[src/rtl/register_file_pkg.sv]
// Shared register-file widths, depth, reset value and typedefs.
// Decode and writeback import these as well.
package regfile_pkg;

  localparam int unsigned DATA_W   = 8;
  localparam int unsigned ADDR_W   = 2;
  localparam int unsigned NUM_REGS = 1 << ADDR_W;

  typedef logic [ADDR_W-1:0] reg_addr_t;
  typedef logic [DATA_W-1:0] reg_data_t;

  localparam reg_data_t REG_RESET = reg_data_t'(8'h00);

endpackage : regfile_pkg

[src/rtl/register_file_if.sv]
// Register-file access bus: one write port and two combinational read ports.
// The datapath side is the master; the register file is the slave.
interface register_file_if #(
  parameter int unsigned DATA_W = regfile_pkg::DATA_W,
  parameter int unsigned ADDR_W = regfile_pkg::ADDR_W
);

  logic              RegWrite;
  logic [ADDR_W-1:0] Read1;
  logic [ADDR_W-1:0] Read2;
  logic [ADDR_W-1:0] WriteR;
  logic [DATA_W-1:0] WriteD;
  logic [DATA_W-1:0] ReadD1;
  logic [DATA_W-1:0] ReadD2;

  modport master (
    output RegWrite, Read1, Read2, WriteR, WriteD,
    input  ReadD1, ReadD2
  );

  modport slave (
    input  RegWrite, Read1, Read2, WriteR, WriteD,
    output ReadD1, ReadD2
  );

endinterface : register_file_if

[src/rtl/register_file_reg_cell.sv]
// Single register with asynchronous active-low clear and a load enable.
module reg_cell #(
  parameter int unsigned       DATA_W    = 8,
  parameter logic [DATA_W-1:0] RESET_VAL = '0
) (
  input  logic              clk,
  input  logic              reset_n,
  input  logic              load,
  input  logic [DATA_W-1:0] d,
  output logic [DATA_W-1:0] q
);

  always_ff @(posedge clk or negedge reset_n) begin
    if (!reset_n) begin
      q <= RESET_VAL;
    end else if (load) begin
      q <= d;
    end
  end

endmodule : reg_cell

[src/rtl/register_file.sv]
// Four-entry general-purpose register file: one synchronous write port,
// two combinational read ports, no write-to-read bypass.
module register_file #(
  parameter int unsigned DATA_W = regfile_pkg::DATA_W,
  parameter int unsigned ADDR_W = regfile_pkg::ADDR_W
) (
  input  logic            clk,
  input  logic            reset_n,
  register_file_if.slave  bus
);

  import regfile_pkg::*;

  localparam int unsigned         DEPTH   = 1 << ADDR_W;
  localparam logic [DATA_W-1:0]   RST_VAL = DATA_W'(REG_RESET);

  logic [DEPTH-1:0]  load;
  logic [DATA_W-1:0] q [DEPTH];

  // One-hot write-enable decode.
  always_comb begin
    load = '0;
    if (bus.RegWrite) begin
      load[bus.WriteR] = 1'b1;
    end
  end

  for (genvar i = 0; i < DEPTH; i++) begin : g_cell
    reg_cell #(
      .DATA_W    (DATA_W),
      .RESET_VAL (RST_VAL)
    ) u_cell (
      .clk     (clk),
      .reset_n (reset_n),
      .load    (load[i]),
      .d       (bus.WriteD),
      .q       (q[i])
    );
  end

  // Read muxes see stored state only, so a same-address write appears after the edge.
  assign bus.ReadD1 = q[bus.Read1];
  assign bus.ReadD2 = q[bus.Read2];

endmodule : register_file

[src/flat_wrapper.sv]
// flat-port wrapper written by rule: the top's interface ports become plain ports
module register_file_flat import regfile_pkg::*;
#(
  parameter int unsigned DATA_W = regfile_pkg::DATA_W,
  parameter int unsigned ADDR_W = regfile_pkg::ADDR_W
)
  (clk, reset_n, bus_RegWrite, bus_Read1, bus_Read2, bus_WriteR, bus_WriteD, bus_ReadD1, bus_ReadD2);
  register_file_if #(.DATA_W(DATA_W), .ADDR_W(ADDR_W)) bus_i ();
  input  logic clk;
  input  logic reset_n;
  input wire logic [$bits(bus_i.RegWrite)-1:0] bus_RegWrite;
  input wire logic [$bits(bus_i.Read1)-1:0] bus_Read1;
  input wire logic [$bits(bus_i.Read2)-1:0] bus_Read2;
  input wire logic [$bits(bus_i.WriteR)-1:0] bus_WriteR;
  input wire logic [$bits(bus_i.WriteD)-1:0] bus_WriteD;
  output wire logic [$bits(bus_i.ReadD1)-1:0] bus_ReadD1;
  output wire logic [$bits(bus_i.ReadD2)-1:0] bus_ReadD2;
  assign bus_i.RegWrite = bus_RegWrite;
  assign bus_i.Read1 = bus_Read1;
  assign bus_i.Read2 = bus_Read2;
  assign bus_i.WriteR = bus_WriteR;
  assign bus_i.WriteD = bus_WriteD;
  assign bus_ReadD1 = bus_i.ReadD1;
  assign bus_ReadD2 = bus_i.ReadD2;
  register_file #(.DATA_W(DATA_W), .ADDR_W(ADDR_W)) u_core (.clk(clk), .reset_n(reset_n), .bus(bus_i));
endmodule
[config.mk]
export PLATFORM = sky130hd
export DESIGN_NAME = register_file_flat
export DESIGN_NICKNAME = d
export VERILOG_FILES = /design/src/rtl/register_file_pkg.sv /design/src/rtl/register_file_if.sv /design/src/rtl/register_file_reg_cell.sv /design/src/rtl/register_file.sv /design/src/flat_wrapper.sv
export SDC_FILE = /design/constraint.sdc
export NUM_CORES = 1
export LEC_CHECK = 0
export CORE_ASPECT_RATIO = 0.9
export CORE_MARGIN = 1
export CORE_UTILIZATION = 47
export CTS_BUF_LIST = sky130_fd_sc_hd__clkbuf_8
export CTS_CLUSTER_DIAMETER = 100
export CTS_CLUSTER_SIZE = 20
export DETAILED_ROUTE_END_ITERATION = 8
export PLACE_DENSITY = 0.73
export SLEW_MARGIN = 0
export SYNTH_ARGS = -nofsm -noshare
export SYNTH_HDL_FRONTEND = slang
export SYNTH_SLANG_ARGS = --single-unit
[constraint.sdc]
create_clock -name clk -period 2 [get_ports clk]
set_input_delay 0.3 -clock clk [delete_from_list [all_inputs] [get_ports clk]]
set_output_delay 0.3 -clock clk [all_outputs]
set_load 0.005 [all_outputs]
==> results.tsv <==
stage	metric	value	unit
detailed_routing	drt first pass iters	4	
logic_synthesis	register bit total from synthesis	32	
clock_tree	Worst-Skew Late Latency	0.27	ns
layout	P&R area growth vs syn	35.88	%
layout	Layout fillers	235	
layout	top flop regs	u_core.g_cell.u_cell.q x32	
detailed_routing	post-route ant nets	0	
critical_path	WP data required	1.70	ns
floorplan	I/O pins	33	
logic_synthesis	synthesized area per cell	18.07	um2
critical_path	crit end category	output pin	
detailed_routing	vias per std cell	5.553	
clock_tree	clock-pin slew on the worst setup and hold paths	0.06	ns
critical_path	max incr delay on CP	0.49	ns
critical_path	crit-path leading delay family	buffers and inverters	
detailed_routing	1st-iter DRT viols	37	
critical_path	Crit Path Max Fanout	7	
logic_synthesis	Synth Instances	88	
detailed_routing	Post-Route WL	3497	um
pwr	Leakage Power	0.9234	nW
clock_tree	deepest clock path buffer count	2	
floorplan	Die Height	57.19	um
critical_path	CP most frequent cell	dlygate4sd2_1	
sta	Slew Viols, Final	0	
detailed_routing	WL/cell	19.54	um
logic_synthesis	Mapped Area	1590	um2
global_route	first-pass GRT wire length	5768	um
pwr	cell area power density	851.8	nW/um2
floorplan	Die Width	63.32	um
logic_synthesis	Compound-Gate Fraction of Synth Area	0	%
logic_synthesis	top cell type's share of synthesized area	50.35	%
logic_synthesis	Simple-Gate Fraction of Synth Area	3.226	%
sta	setup TNS	0	ns
detailed_routing	via count	994	
sta	Final Hold Fails	0	
clock_tree	H-tree depth	2	
global_route	GRT Overall Usage	22.90	%
floorplan	initial core utilization	50.68	%
floorplan	die area	3621	um2
global_route	initial antenna violation count	0	
layout	most frequent cells in the layout	mux2_2, dfrtp_1, dlygate4sd2_1, mux4_2, clkdlybuf4s50_1	
clock_tree	clk sink count	32	
sta	unrepaired setup endpoints after global routing	false	
logic_synthesis	Post-Synth Adder-Cell Area	0	%
sta	Setup violations, final	0	
clock_tree	Num CTS Buffers	5	
critical_path	WS Path Type	in2out	
logic_synthesis	register area share after synthesis	50.35	%
clock_tree	CTS tree	done	
pwr	Tot Pwr	1.841	mW
floorplan	Rows	19	
critical_path	Worst Path Arrival	1.59	ns
logic_synthesis	mux cell area share after synthesis	45.32	%
logic_synthesis	Synth Area in XOR/XNOR	0	%
logic_synthesis	synth unique cells	8	
sta	WHS	0.4230	ns
sta	Fin Clk Skew	0	ns
sta	Slew @ Worst Pin	0.4141	ns
logic_synthesis	largest family of logic cells by synthesized area	multiplexers	
outcome	outcome	complete, no violations	
detailed_routing	Residual DRC	0	
critical_path	Worst Setup Start Kind	input port	
logic_synthesis	Syn. warnings	0	
floorplan	core area	3138	um2
sta	fin crit share	94.38	%
layout	max reg flops	32	
layout	Final Net Count	153	
logic_synthesis	top post-synthesis cells by area	dfrtp_1, mux2_2, mux4_2, nand3b_2, nor3b_4	
logic_synthesis	syn_nets	105	
critical_path	slowest CP cell	mux4_2	
placement	PortBufs	32	
global_route	grt ovf	0	
placement	dpl hpwl	2319	um
sta	final setup margin	0.1123	ns
global_route	largest net degree at the start of global routing	33	
logic_synthesis	area leader, netlist	dfrtp_1	
sta	Worst slew margin	72.39	%
sta	Final Critical Period	1.888	ns
layout	ANT cells	0	
placement	Final Wtd Congestion	0.6725	
layout	proportion of layout cells with a drive suffix above 1	51.82	%
pwr	Peak supply drop	607.2	uV
placement	pre-CTS setup slack	-0.2444	ns
critical_path	Worst Path Buf+Inv	4	
critical_path	worst-path cell chain	dlygate4sd2_1 > buf_12 > buf_4 > mux4_2 > dlygate4sd2_1	
global_route	number of global-route vias before repair	1125	
clock_tree	root buffer cell	clkbuf_8	
worst_hold_path	hold crit path type	in2async	
layout	Biggest register	u_core.g_cell.u_cell.q	
flow_run	Max Cap Viol	0	
sta	Max Clock Freq	529.8	MHz
-- metal layers --
layer | wire length [um] | GRT usage, %
met2 | 1880 | 39.94
met5 | 0 | 0
met4 | 43 | 10.06
met3 | 136 | 6.000
met1 | 1436 | 26.96
-- cells by family (layout without fill, tap and decap cells) --
family                 count (synthesis)  after routing
buffers and inverters                  4             53
muxes                                 48             48
DFF                                   32             32
and+or+nand+nor                        4              4
-- cells in the mapped netlist --
library cell	number
buf_1	2
buf_2	2
dfrtp_1	32
mux2_2	32
mux4_2	16
nand3_2	1
nand3b_2	2
nor3b_4	1
-- stage by stage --
stage	cell area, um2	instances	util (%)
after global routing	2161	179	68.86
after detailed placement	2041	164	65.03
after global placement	2041	164	65.03
final	2161	179	68.86
after floorplan	1590	88	-
after CTS	2161	179	68.86
-- power breakdown --
part	internal, mW	total [mW]	switching [mW]
Clock	0.270	0.495	0.225
Sequential	0.771	0.858	0.0864
Combinational	0.336	0.488	0.152
-- path summary, 6_finish.rpt --
path	from	to	slack, ns	cells past startpoint
worst min-delay path	reset_n	u_core.g_cell[0].u_cell.q[0]$_DFFE_PN0P_	0.42	2
worst max-delay path	bus_Read2[0]	bus_ReadD2[6]	0.11	5
min in group clk	u_core.g_cell[2].u_cell.q[1]$_DFFE_PN0P_	u_core.g_cell[2].u_cell.q[1]$_DFFE_PN0P_	0.53	1
max in group asynchronous	reset_n	u_core.g_cell[1].u_cell.q[7]$_DFFE_PN0P_	1.27	2
worst max register to register	u_core.g_cell[0].u_cell.q[5]$_DFFE_PN0P_	u_core.g_cell[0].u_cell.q[5]$_DFFE_PN0P_	1.21	1
worst min register to register	u_core.g_cell[2].u_cell.q[1]$_DFFE_PN0P_	u_core.g_cell[2].u_cell.q[1]$_DFFE_PN0P_	0.53	1
-- layout make-up --
cell class                 instances  area (um2)  share of cell area (%)
clock buffer                       6       82.58                   3.822
sequential                        32       800.8                   37.06
timing repair buffer              45       445.4                   20.61
multi-input combinational         52       772.0                   35.73
tap                               42       52.55                   2.432
clock inverter                     2       7.507                  0.3474
-- repair_timing --
item,in CTS,in global routing
setup endpoints to repair,16,0
endpoints found under the hold margin,0,0
gates resized for setup,18,0
hold buffers,0,0
setup buffers,7,0
No activity file was read; power rests on OpenSTA's default activity.
